### src/rtl/ffra_dot_seq.sv
// Operand sequencer for the ffra datapath: a Wishbone-loaded buffer of (a, b) pairs is
// streamed onto ffra one pair at a time while ci is fed back from the running result.
module ffra_dot_seq #(
    parameter int DEPTH = 8,
    parameter int LAT   = 1
) (
    input  logic        clk,
    input  logic        rst,
    input  logic        wbs_stb_i,
    input  logic        wbs_cyc_i,
    input  logic        wbs_we_i,
    input  logic [3:0]  wbs_sel_i,
    input  logic [31:0] wbs_adr_i,
    input  logic [31:0] wbs_dat_i,
    output logic        wbs_ack_o,
    output logic [31:0] wbs_dat_o,
    output logic [7:0]  op_a,
    output logic [7:0]  op_b,
    output logic [15:0] op_ci,
    input  logic [15:0] res_i,
    output logic        busy,
    output logic        done_irq
);

    localparam int AW = (DEPTH > 1) ? $clog2(DEPTH) : 1;
    localparam int HW = (LAT > 1) ? $clog2(LAT) : 1;
    localparam logic [HW-1:0] HOLD_LAST = HW'(LAT - 1);
    localparam logic [4:0]    DEPTH_W   = 5'(DEPTH);

    typedef enum logic [1:0] {
        ST_IDLE = 2'd0,
        ST_RUN  = 2'd1,
        ST_DONE = 2'd2
    } state_t;

    state_t          state_r;
    state_t          next_s;
    logic            ack_r;
    logic [31:0]     dat_r;
    logic [7:0]      op_a_r;
    logic [7:0]      op_b_r;
    logic [15:0]     op_ci_r;
    logic            busy_r;
    logic            done_r;
    logic [4:0]      count_r;
    logic [15:0]     init_r;
    logic [15:0]     acc_r;
    logic [4:0]      idx_r;
    logic [HW-1:0]   hold_r;
    logic [15:0]     opnd_r [DEPTH];

    logic            req_s;
    logic            wr_s;
    logic [5:0]      word_s;
    logic            cfg_wr_s;
    logic            start_s;
    logic            clr_s;
    logic            cap_s;
    logic            last_s;
    logic            opnd_hit_s;
    logic [AW-1:0]   slot_s;
    logic [4:0]      count_wr_s;
    logic [4:0]      idx_nxt_s;
    logic [15:0]     acc_nxt_s;
    logic [HW-1:0]   hold_nxt_s;
    logic [31:0]     rd_data_s;
    logic            unused_s;

    assign unused_s = ^{wbs_sel_i, wbs_adr_i[31:8], wbs_adr_i[1:0], wbs_dat_i[31:16]};

    assign req_s      = wbs_stb_i & wbs_cyc_i & ~ack_r;
    assign wr_s       = req_s & wbs_we_i;
    assign word_s     = wbs_adr_i[7:2];
    // Configuration is frozen while a sequence is running; CTRL bits are gated the same way.
    assign cfg_wr_s   = wr_s & (state_r != ST_RUN);
    assign start_s    = cfg_wr_s & (word_s == 6'd0) & wbs_dat_i[0];
    assign clr_s      = cfg_wr_s & (word_s == 6'd0) & wbs_dat_i[1];
    assign cap_s      = (state_r == ST_RUN) & (hold_r == HOLD_LAST);
    assign last_s     = cap_s & (idx_r == (count_r - 5'd1));
    assign opnd_hit_s = (word_s[5:4] == 2'b01) & ({1'b0, word_s[3:0]} < DEPTH_W);
    assign slot_s     = word_s[AW-1:0];
    assign count_wr_s = (wbs_dat_i[4:0] > DEPTH_W) ? DEPTH_W : wbs_dat_i[4:0];

    assign wbs_ack_o = ack_r;
    assign wbs_dat_o = dat_r;
    assign op_a      = op_a_r;
    assign op_b      = op_b_r;
    assign op_ci     = op_ci_r;
    assign busy      = busy_r;
    assign done_irq  = done_r;

    // Next-state decode for the IDLE/RUN/DONE sequencer.
    always_comb begin
        next_s = state_r;
        case (state_r)
            ST_IDLE: begin
                if (start_s) begin
                    next_s = (count_r == 5'd0) ? ST_DONE : ST_RUN;
                end else begin
                    next_s = ST_IDLE;
                end
            end
            ST_RUN: begin
                if (last_s) begin
                    next_s = ST_DONE;
                end else begin
                    next_s = ST_RUN;
                end
            end
            ST_DONE: begin
                if (start_s) begin
                    next_s = (count_r == 5'd0) ? ST_DONE : ST_RUN;
                end else if (clr_s) begin
                    next_s = ST_IDLE;
                end else begin
                    next_s = ST_DONE;
                end
            end
            default: next_s = ST_IDLE;
        endcase
    end

    // Next values of pair index, accumulator and per-pair hold counter.
    always_comb begin
        idx_nxt_s  = idx_r;
        acc_nxt_s  = acc_r;
        hold_nxt_s = hold_r;
        if (start_s) begin
            idx_nxt_s  = 5'd0;
            acc_nxt_s  = init_r;
            hold_nxt_s = '0;
        end else if (state_r == ST_RUN) begin
            if (cap_s) begin
                idx_nxt_s  = idx_r + 5'd1;
                acc_nxt_s  = res_i;
                hold_nxt_s = '0;
            end else begin
                hold_nxt_s = hold_r + HW'(1);
            end
        end else begin
            idx_nxt_s  = idx_r;
            acc_nxt_s  = acc_r;
            hold_nxt_s = hold_r;
        end
    end

    // Register read mux; sees already-updated acc so a read in the done cycle is final.
    always_comb begin
        rd_data_s = 32'd0;
        case (word_s)
            6'd0: rd_data_s = {27'd0, done_r, busy_r, idx_r[2:0]};
            6'd1: rd_data_s = {27'd0, count_r};
            6'd2: rd_data_s = {16'd0, init_r};
            6'd3: rd_data_s = {16'd0, acc_r};
            default: begin
                if (opnd_hit_s) begin
                    rd_data_s = {16'd0, opnd_r[slot_s]};
                end else begin
                    rd_data_s = 32'd0;
                end
            end
        endcase
    end

    // Wishbone acknowledge and registered read data.
    always_ff @(posedge clk) begin
        if (rst) begin
            ack_r <= 1'b0;
            dat_r <= 32'd0;
        end else begin
            ack_r <= req_s;
            if (req_s & ~wbs_we_i) begin
                dat_r <= rd_data_s;
            end
        end
    end

    // FSM state and sequencing registers.
    always_ff @(posedge clk) begin
        if (rst) begin
            state_r <= ST_IDLE;
            idx_r   <= 5'd0;
            acc_r   <= 16'd0;
            hold_r  <= '0;
        end else begin
            state_r <= next_s;
            idx_r   <= idx_nxt_s;
            acc_r   <= acc_nxt_s;
            hold_r  <= hold_nxt_s;
        end
    end

    // Configuration registers and operand buffer.
    always_ff @(posedge clk) begin
        if (rst) begin
            count_r <= 5'd0;
            init_r  <= 16'd0;
            for (int i = 0; i < DEPTH; i++) begin
                opnd_r[i] <= 16'd0;
            end
        end else if (cfg_wr_s) begin
            case (word_s)
                6'd1: count_r <= count_wr_s;
                6'd2: init_r  <= wbs_dat_i[15:0];
                default: begin
                    if (opnd_hit_s) begin
                        opnd_r[slot_s] <= wbs_dat_i[15:0];
                    end
                end
            endcase
        end
    end

    // Registered outputs toward ffra and the SoC, driven from next-cycle values.
    always_ff @(posedge clk) begin
        if (rst) begin
            op_a_r  <= 8'd0;
            op_b_r  <= 8'd0;
            op_ci_r <= 16'd0;
            busy_r  <= 1'b0;
            done_r  <= 1'b0;
        end else begin
            busy_r <= (next_s == ST_RUN);
            done_r <= (next_s == ST_DONE);
            if (next_s == ST_RUN) begin
                op_a_r  <= opnd_r[idx_nxt_s[AW-1:0]][7:0];
                op_b_r  <= opnd_r[idx_nxt_s[AW-1:0]][15:8];
                op_ci_r <= acc_nxt_s;
            end else begin
                op_a_r  <= 8'd0;
                op_b_r  <= 8'd0;
                op_ci_r <= 16'd0;
            end
        end
    end

endmodule
### config.mk
export PLATFORM = sky130hd
export DESIGN_NAME = ffra_dot_seq
export DESIGN_NICKNAME = d
export VERILOG_FILES = /design/src/rtl/ffra_dot_seq.sv
export SDC_FILE = /design/constraint.sdc
export NUM_CORES = 1
export LEC_CHECK = 0
export ABC_AREA = 1
export BUFFER_PORTS_ARGS = -buffer_cell sky130_fd_sc_hd__buf_2
export CORE_MARGIN = 3
export CORE_UTILIZATION = 40
export DETAILED_ROUTE_END_ITERATION = 10
export HOLD_SLACK_MARGIN = 0.08
export PLACE_DENSITY_LB_ADDON = 0.2
export SLEW_MARGIN = 20
export SYNTH_ARGS = -nofsm -noshare
export SYNTH_HDL_FRONTEND = slang
export SYNTH_SLANG_ARGS = --single-unit
### constraint.sdc
create_clock -name clk -period 4.2 [get_ports clk]
set_input_delay 0.21 -clock clk [delete_from_list [all_inputs] [get_ports clk]]
set_output_delay 0.21 -clock clk [all_outputs]
set_load 0.05 [all_outputs]
==> impl_metrics.py, run 1 <==
metrics = {
    "cells_and_area": {
        "finalNetCount": 1572,
        "drive_above_1_share_pct": 13.0,
        "n_antenna_cell": 0,
        "area_growth_pct": 15.6,
    },
    "clock_tree": {
        "cts_root_buf": "clkbuf_16",
        "ctsHtreeMaxLevel": 1,
        "cts.sinks": 224,
        "clk_path_buf_depth": 3,
        "clk-insertion-delay-late_ns": 0.54,
        "cts.clk_slew.worst_paths_ns": 0.07,
        "cts-resized-gates": 0,
        "cts_hold_buffers": 20,
        "cts_tree": "yes",
        "numCtsBuffers": 26,
        "post_cts_buffers": 0,
    },
    "critical_path": {
        "cp.required_ns": 4.60,
        "rr_startpoint": "state_r[1]",
        "reg2reg_depth": 13,
        "crit_path_start": "state_r[1]",
        "cpMostUsedCell": "nand2_1",
        "cp.arrival_ns": 3.17,
        "worst_path_largest_cell_delay_ns": 0.59,
        "slowest_stage": "buf_4",
        "crit_family": "simple AND/OR/NAND/NOR gates",
        "path_buf_inv": 3,
        "worstPathCellList": "inv_1 -> nand2_2 -> nand2_1 -> nor2_2 -> nand3_4 -> buf_4 -> nand2_2 -> buf_4 -> nand2_1 -> nand3_1 -> nand2_1 -> nor2_1 -> nor2_1",
        "worstSetupStartpointType": "flip-flop",
        "worst-path-stages": 13,
        "worst-path-max-fanout": 65,
        "end_kind": "flip-flop",
        "critPathKind": "reg -> reg",
    },
    "synthesis": {
        "ys_ff_latch": 224,
        "synth.top_cells.by_area": "edfxtp_1 (35%), dfxtp_1 (17%), nor2_1 (9.3%)",
        "yosysTopAreaCell": "edfxtp_1",
        "ys.flop_type": "edfxtp_1",
        "synth_cells": 1385,
        "synth_top_area_share_pct": 34.8,
        "synth_edf_count": 128,
        "ys_types": 39,
        "syn_area_um2": 11100,
        "yosys_warnings": 0,
        "async_flop_share_pct": 0,
        "avgSynthCellArea_um2": 7.98,
        "yosysSeqAreaShare_pct": 52.2,
    },
    "floorplan": {
        "rows": 60,
        "die_y_um": 172,
        "die_x_um": 172,
        "coreArea_um2": 27000,
        "initial_core_util_pct": 40.9,
        "io_pins": 156,
        "dieArea_um2": 29700,
    },
    "worst_hold_path": {
        "whs_path_depth": 3,
        "hold_path.class": "in -> reg",
        "min_from": "wbs_dat_i[14]",
    },
    "placement": {
        "place_congestion": 0.824,
        "hpwl_um": 22400,
        "portBuffers": 93,
    },
    "global_routing": {
        "grt.met3_usage_pct": 2.51,
        "met1_usage_pct": 30.5,
        "top_usage_layer": "met2",
        "antenna_found_initial": 0,
        "grt.overflow.total": 0,
        "grt_max_degree": 66,
        "grt_util_all_layers_pct": 22.6,
        "use_met2_pct": 38.2,
        "grt_pass1_vias": 9124,
        "grt_pass1_wl_um": 51300,
    },
    "power_and_ir_drop": {
        "power.total_mw": 5.02,
        "power-per-cell-area_nw_per_um2": 393,
        "vdd_ir_drop_max_mv": 0.332,
        "p_leak_nw": 5.72,
    },
    "timing": {
        "layout_min_cycle_time_ns": 2.77,
        "fmax_mhz": 362,
        "fin_skew_ns": 0.0164,
        "rsz0062_at_grt": "false",
        "setup_viol": 0,
        "slew_violations": 0,
        "setup_tns_ns": 0,
        "min_period_over_period_pct": 65.9,
        "finalHoldViolations": 0,
        "worst_pin_slew_ns": 1.07,
        "relSlewSlack_pct": 28.3,
    },
    "drt": {
        "via_per_inst": 5.17,
        "drc": 0,
        "drt_first_pass_iters": 5,
        "drt_iter0_markers": 824,
        "detail_route.wirelength_um": 33400,
        "routed-via-count": 9518,
        "drt.antenna.violating_nets": 0,
        "wl_per_cell_um": 18.1,
    },
    "status": {
        "status": "completed",
    },
    "flow_run": {
        "drv_cap": 0,
    },
}
worst reg2reg max path, stage by stage, from the launching register on:
cell and delay, ns:
dfxtp_1 0.35, inv_1 0.06, nand2_2 0.08, nand2_1 0.06
nor2_2 0.24, nand3_4 0.26, buf_4 0.33, nand2_2 0.09
buf_4 0.59, nand2_1 0.15, nand3_1 0.10, nand2_1 0.06
nor2_1 0.16, nor2_1 0.12
per-stage QoR:
step / cells / hold WS [ns] / setup slack (ns) / utilization [%] / instance area, um^2
final: 1842 / 0.0883 / 1.43 / 47.3 / 12800
after global routing: 1842 / 0.0983 / 1.24 / 47.3 / 12800
after floorplan: 1400 / 0.353 / 1.84 / - / 11100
after CTS: 1842 / 0.0805 / 1.36 / 47.3 / 12800
after detailed placement: 1774 / 0.457 / 1.31 / 43.3 / 11700
after global placement: 1774 / 0.450 / 1.33 / 43.3 / 11700
synth_stat cells (2+ instances only):
| cell type | n |
|---|---|
| nor3_2 | 2 |
| nand3_4 | 2 |
| ha_1 | 2 |
| clkbuf_1 | 26 |
| a22oi_1 | 5 |
| edfxtp_1 | 128 |
| nand2_2 | 7 |
| dfxtp_1 | 96 |
| nor2_4 | 2 |
| o211ai_1 | 15 |
| xor2_1 | 4 |
| o2111ai_1 | 7 |
| o21ai_0 | 66 |
| nor3_4 | 2 |
| o21ai_1 | 12 |
| inv_1 | 154 |
| buf_6 | 11 |
| o31ai_1 | 2 |
| buf_1 | 7 |
| a211oi_1 | 8 |
| nor2_2 | 4 |
| inv_2 | 3 |
| clkinv_1 | 19 |
| buf_4 | 20 |
| o22ai_1 | 14 |
| nand2_1 | 260 |
| nor2_1 | 274 |
| a31oi_1 | 4 |
| a21oi_1 | 67 |
| nand3_2 | 3 |
| buf_2 | 23 |
| nand3_1 | 126 |
| nor3_1 | 4 |
power by group:
group	switching, mW	internal [mW]
Combinational	0.256	0.0850
Clock	0.949	1.34
Sequential	0.0212	2.36
kinds of logic after synthesis:
group / count (synthesis) / share of synthesized area (%)
xor+xnor: 4 / 0.317
flops: 224 / 52.2
simple gates: 688 / 26.2
buf+inv: 264 / 10.7
other cells: 1 / 0.0339
fa+ha+maj: 2 / 0.226
compound gates: 202 / 10.4
metal layers:
layer	part of all wire, %	wire (um)
met5	0	0
met1	43	14300
met3	6.0	2000
met2	48	16000
met4	3.3	1110
sequential cells by signal (all words and copies together), names as in the netlist, 8 cells and up:
name	count
opnd_r	128
wbs_dat_o	16
op_a	8
op_b	8
op_ci	16
init_r	16
acc_r	16
placed cells by master, fill, tap and decap left out, types with 3 or more instances in the layout:
cell type      synthesis  routed
nand2_2                7       8
buf_2                 23      93
o21ai_1               12      12
inv_1                154     154
nand3_1              126     126
a22oi_1                5       5
nand3_2                3       3
clkbuf_1              26       3
conb_1                 1      16
o211ai_1              15      15
o21ai_0               66      66
clkinv_1              19      19
nor3_1                 4       4
o2111ai_1              7       7
a211oi_1               8       8
clkbuf_16              0      28
buf_4                 20      27
nor2_2                 4       5
edfxtp_1             128     128
a31oi_1                4       4
dlygate4sd3_1          0      20
clkinv_4               1       3
o22ai_1               14      14
nor2_1               274     273
clkinv_2               0       6
a21oi_1               67      67
clkbuf_8               0       3
nand2_1              260     259
dfxtp_1               96      96
inv_2                  3       3
xor2_1                 4       4
final timing paths:
| check | endpoint | slack, ns |
|---|---|---|
| hold / removal | init_r[14] | 0.09 |
| hold reg to reg | count_r[4] | 0.46 |
| setup reg to reg | op_a[7] | 1.43 |
| setup / recovery | op_a[7] | 1.43 |
cell type report:
type	instances	area [um^2]
multi-input combinational	912	4170
timing repair buffer	140	868
clock inverter	13	115
sequential	224	5770
fill	2687	14300
inverter	177	669
tap	341	427
clock buffer	35	761
(Power assumes the default switching activity.)
==> run 2: changes to the inputs <==
==> constraint.sdc (replaced) <==
create_clock -name clk -period 2.5 [get_ports clk]
set_input_delay 0.125 -clock clk [delete_from_list [all_inputs] [get_ports clk]]
set_output_delay 0.125 -clock clk [all_outputs]
set_load 0.05 [all_outputs]
==> impl_metrics.py, run 2 (synthesis gave the netlist of run 1 again) <==
metrics = {
    "floorplan": {
        "rows": 60,
        "die_x_um": 172,
        "initial_core_util_pct": 40.9,
        "dieArea_um2": 29700,
        "io_pins": 156,
        "coreArea_um2": 27000,
        "die_y_um": 172,
    },
    "critical_path": {
        "rr_startpoint": "count_r[0]",
        "critPathKind": "reg -> reg",
        "worstPathCellList": "inv_1 -> ha_1 -> nand2_1 -> nand2_1 -> nand2_1 -> nand2_1 -> nand2_1 -> nor2_1 -> nand2_1 -> nand3_4 -> clkinv_4 -> nand2_1 -> nor2_1",
        "cp.arrival_ns": 2.59,
        "r2r-end": "op_b[7]",
        "worst_path_largest_cell_delay_ns": 0.37,
        "end_kind": "flip-flop",
        "r2r_slack_ns": 0.34,
        "crit_path_start": "count_r[0]",
        "worstSetupStartpointType": "flip-flop",
        "slowest_stage": "dfxtp_1",
        "cp.required_ns": 2.93,
        "cpMostUsedCell": "nand2_1",
        "worst-path-max-fanout": 18,
        "reg2reg_depth": 13,
    },
    "timing": {
        "setup_tns_ns": 0,
        "setup_viol": 0,
        "fmax_mhz": 462,
        "finalHoldViolations": 0,
        "slew_violations": 0,
        "min_period_over_period_pct": 86.6,
        "rsz0062_at_grt": "false",
        "relSlewSlack_pct": 61.5,
        "layout_min_cycle_time_ns": 2.16,
        "worst_pin_slew_ns": 0.576,
        "fin_skew_ns": 0.0121,
    },
    "clock_tree": {
        "clk_path_buf_depth": 3,
        "ctsHtreeMaxLevel": 1,
        "post_cts_buffers": 0,
        "cts.sinks": 224,
        "cts-resized-gates": 0,
        "cts.clk_slew.worst_paths_ns": 0.06,
        "cts_tree": "yes",
        "clk-insertion-delay-late_ns": 0.54,
        "cts_root_buf": "clkbuf_16",
        "numCtsBuffers": 26,
    },
    "drt": {
        "drt_iter0_markers": 973,
        "detail_route.wirelength_um": 34600,
        "drc": 0,
        "wl_per_cell_um": 18.3,
        "routed-via-count": 9832,
        "via_per_inst": 5.22,
        "drt_first_pass_iters": 6,
        "drt.antenna.violating_nets": 0,
    },
    "cells_and_area": {
        "n_antenna_cell": 0,
        "area_growth_pct": 19.9,
        "post-route-util_pct": 49.0,
        "largest_reg_flops": 128,
        "fill_cells": 2616,
        "layout_common_cells": "nor2_1 (274), nand2_1 (259), inv_1 (154), edfxtp_1 (128), nand3_1 (126)",
        "finalNetCount": 1615,
        "regMostFlops": "opnd_r",
        "layout_commonest_cell": "nor2_1",
        "drive_above_1_share_pct": 14.0,
    },
    "power_and_ir_drop": {
        "swShare_pct": 23.9,
        "power.switching_mw": 2.05,
        "p_leak_nw": 5.95,
        "power.total_mw": 8.55,
        "power_frac_comb_pct": 7.4,
        "vdd_ir_drop_max_mv": 0.557,
        "internal-power_mw": 6.50,
        "power_frac_seq_pct": 46.8,
        "clkPwrFrac_pct": 45.8,
        "power-per-cell-area_nw_per_um2": 645,
    },
    "worst_hold_path": {
        "whs_path_depth": 4,
        "hold_end": "wbs_dat_o[7]",
        "hold_path.class": "in -> reg",
        "min_from": "wbs_we_i",
    },
    "placement": {
        "place_congestion": 0.910,
        "portBuffers": 93,
        "hpwl_um": 23100,
    },
    "flow_run": {
        "drv_cap": 0,
    },
    "global_routing": {
        "grt_pass1_vias": 9495,
        "grt.overflow.total": 0,
        "grt_max_degree": 66,
        "antenna_found_initial": 0,
        "grt_pass1_wl_um": 52400,
        "grt_util_all_layers_pct": 23.2,
    },
    "status": {
        "status": "completed",
    },
}
-- run 2: cell count changes in the layout (fill, tap and decap cells not counted), moves of 3 or more --
| cell | previous run | this run |
|---|---|---|
| clkbuf_1 | 3 | 6 |
| clkinv_2 | 6 | 3 |
| buf_4 | 27 | 45 |
| buf_12 | 0 | 7 |
| dlygate4sd3_1 | 20 | 38 |
-- run 2: through the flow --
stage,hold slack (ns),instance area [um^2],worst slack (ns),std cells
after global routing,0.174,13300,0.125,1885
after CTS,0.123,13300,0.352,1885
after global placement,0.393,12000,0.387,1799
final,0.152,13300,0.336,1885
after floorplan,0.268,11100,0.138,1400
after detailed placement,0.394,12000,0.369,1799
-- run 2: worst max-delay path by stage --
stage | endpoint | slack, ns | depth (start not counted)
after global routing | op_b[7] | 0.12 | 13
after floorplan | opnd_r[1][0] | 0.14 | 8
final | op_b[7] | 0.34 | 13
after global placement | op_b[7] | 0.39 | 13
after CTS | op_b[7] | 0.35 | 13
after detailed placement | op_b[7] | 0.37 | 13
-- run 2: timing repair --
| item | in CTS | in global routing |
|---|---|---|
| hold endpoints to repair | 56 | 0 |
| hold buffers | 38 | 0 |
| setup endpoints to repair | 0 | 0 |
-- run 2: layout make-up --
| type | count | area, um^2 | area share [%] |
|---|---|---|---|
| Clock inverter | 7 | 91.3 | 0.689 |
| Sequential cell | 224 | 5770 | 43.5 |
| Inverter | 177 | 669 | 5.05 |
| Multi-Input combinational cell | 912 | 4170 | 31.4 |
| Tap cell | 341 | 427 | 3.22 |
| Timing Repair Buffer | 183 | 1320 | 9.99 |
| Clock buffer | 41 | 813 | 6.14 |
-- run 2: metal layers --
metal / GRT usage [%] / part of all wire, % / vias to the layer above
met5: 0 / 0 / -
met4: 8.47 / 3.8 / 0
met3: 3.66 / 7.6 / 80
met2: 39.4 / 48 / 398
met1: 30.1 / 41 / 4616
li1: - / - / 4738
-- run 2: critical path: cells and delay by family (launching register included) --
| kind | cells | cell delay (ns) |
|---|---|---|
| fa+ha+maj | 1 | 0.25 |
| buf+inv | 2 | 0.37 |
| flops | 1 | 0.37 |
| simple gates | 10 | 1.07 |
-- run 2: power groups by stage --
stage               Combinational, mW  Sequential, mW  Clock (mW)
finish                          0.631            4.00        3.92
global route                    0.684            4.01        4.12
CTS                             0.630            4.00        3.98
floorplan                       0.332            4.12           0
detailed placement              0.587            4.08           0
global placement                0.583            4.08           0
==> run 3: changes to the inputs <==
--- a/config.mk
+++ b/config.mk
@@ -7,10 +7,9 @@
 export LEC_CHECK = 0
 export ABC_AREA = 1
 export BUFFER_PORTS_ARGS = -buffer_cell sky130_fd_sc_hd__buf_2
-export CORE_MARGIN = 3
 export CORE_UTILIZATION = 40
 export DETAILED_ROUTE_END_ITERATION = 10
-export HOLD_SLACK_MARGIN = 0.08
+export HOLD_SLACK_MARGIN = 0.02
 export PLACE_DENSITY_LB_ADDON = 0.2
 export SLEW_MARGIN = 20
 export SYNTH_ARGS = -nofsm -noshare
==> impl_metrics.py, run 3 (synthesis gave the netlist of run 1 again) <==
metrics = {
    "timing": {
        "rsz0062_at_grt": "false",
        "setup_tns_ns": 0,
        "worst_pin_slew_ns": 0.608,
        "layout_min_cycle_time_ns": 2.14,
        "holdWs_ns": 0.0310,
        "slew_violations": 0,
        "finalHoldViolations": 0,
        "min_period_over_period_pct": 85.6,
        "fin_skew_ns": 0.0229,
        "relSlewSlack_pct": 59.3,
        "setup_viol": 0,
        "fmax_mhz": 468,
    },
    "cells_and_area": {
        "finalNonFillerCells": 1881,
        "n_antenna_cell": 0,
        "drive_above_1_share_pct": 13.9,
        "layout_common_cells": "nor2_1 (274), nand2_1 (259), inv_1 (154), edfxtp_1 (128), nand3_1 (126)",
        "largest_reg_flops": 128,
        "post-route-util_pct": 48.8,
        "finalNetCount": 1612,
        "area_growth_pct": 19.2,
        "layout_commonest_cell": "nor2_1",
        "regMostFlops": "opnd_r",
    },
    "global_routing": {
        "grt_pass1_vias": 9269,
        "grt_util_all_layers_pct": 24.8,
        "antenna_found_initial": 0,
        "grt.overflow.total": 0,
        "grt_max_degree": 66,
        "grt_pass1_wl_um": 53300,
    },
    "drt": {
        "detail_route.wirelength_um": 34900,
        "via_per_inst": 5.17,
        "drt_first_pass_iters": 6,
        "wl_per_cell_um": 18.6,
        "drt.antenna.violating_nets": 0,
        "drt_iter0_markers": 855,
        "routed-via-count": 9733,
        "drc": 0,
    },
    "placement": {
        "portBuffers": 93,
        "hpwl_um": 22600,
        "placedCellCount": 1798,
        "place_congestion": 0.864,
    },
    "critical_path": {
        "critPathKind": "reg -> reg",
        "worstSetupStartpointType": "flip-flop",
        "worst-path-max-fanout": 6,
        "cp.required_ns": 2.96,
        "cp.arrival_ns": 2.60,
        "end_kind": "flip-flop",
    },
    "floorplan": {
        "rows": 60,
        "io_pins": 156,
        "coreArea_um2": 27000,
        "initial_core_util_pct": 40.9,
        "die_y_um": 168,
        "dieArea_um2": 28300,
        "die_x_um": 168,
    },
    "status": {
        "status": "completed",
    },
    "clock_tree": {
        "clk_path_buf_depth": 3,
        "clk-insertion-delay-late_ns": 0.55,
        "post_cts_buffers": 0,
        "ctsHtreeMaxLevel": 1,
        "cts.clk_slew.worst_paths_ns": 0.06,
        "cts_tree": "yes",
        "numCtsBuffers": 26,
        "cts_root_buf": "clkbuf_16",
        "cts-resized-gates": 0,
        "cts.sinks": 224,
    },
    "flow_run": {
        "drv_cap": 0,
    },
    "power_and_ir_drop": {
        "p_leak_nw": 5.92,
        "power-per-cell-area_nw_per_um2": 638,
        "vdd_ir_drop_max_mv": 0.612,
    },
    "worst_hold_path": {
        "hold_path.class": "in -> reg",
    },
}
## run 3: worst paths after layout
kind	cells after the start	to	slack, ns	start
max reg2reg	9	count_r[2]	0.36	state_r[1]
min reg2reg	2	count_r[4]	0.48	count_r[4]
max	9	count_r[2]	0.36	state_r[1]
min	5	acc_r[1]	0.03	res_i[1]
## run 3: per-layer routing
| metal | part of all wire (%) | up-vias | routed length [um] | track usage (%) |
|---|---|---|---|---|
| met2 | 47 | 395 | 16300 | 41.8 |
| met4 | 4.3 | 0 | 1510 | 10.4 |
| met5 | 0 | - | 0 | 0 |
| met1 | 42 | 4521 | 14600 | 32.1 |
| li1 | - | 4730 | - | - |
| met3 | 7.0 | 87 | 2450 | 3.48 |
## run 3: repair_timing
| action | 4_1_cts | 5_1_grt |
|---|---|---|
| setup endpoints to repair | 0 | 0 |
| hold buffers | 35 | 1 |
| hold endpoints to repair | 44 | 1 |
## run 3: power breakdown
group / internal [mW] / total, mW / switching, mW
Combinational: 0.179 / 0.632 / 0.454
Sequential: 3.97 / 4.00 / 0.0367
Clock: 2.25 / 3.77 / 1.53
## run 3: final cells by class
type / count / area (um^2)
clock buffer: 40 / 779
clock inverter: 7 / 72.6
fill: 2647 / 13900
inverter: 177 / 669
multi-input combinational: 912 / 4170
sequential: 224 / 5770
tap: 341 / 427
timing repair buffer: 180 / 1300
## run 3: worst max-delay path, stage by stage, from the launching register on
cell	delay, ns
dfxtp_1	0.35
inv_1	0.06
nand2_2	0.08
nand2_1	0.06
nor2_2	0.23
nand2_1	0.24
nor3_2	0.27
nand2_1	0.09
dlygate4sd3_1	0.57
a21oi_1	0.13
## run 3: stage by stage
step                      worst slack (ns)  power [mW]  area, um^2
after floorplan                      0.138        4.45       11100
after global placement               0.406        4.66       12000
after detailed placement             0.378        4.67       12000
after CTS                            0.382        8.44       13200
after global routing                 0.145        8.65       13200
final                                0.361        8.41       13200
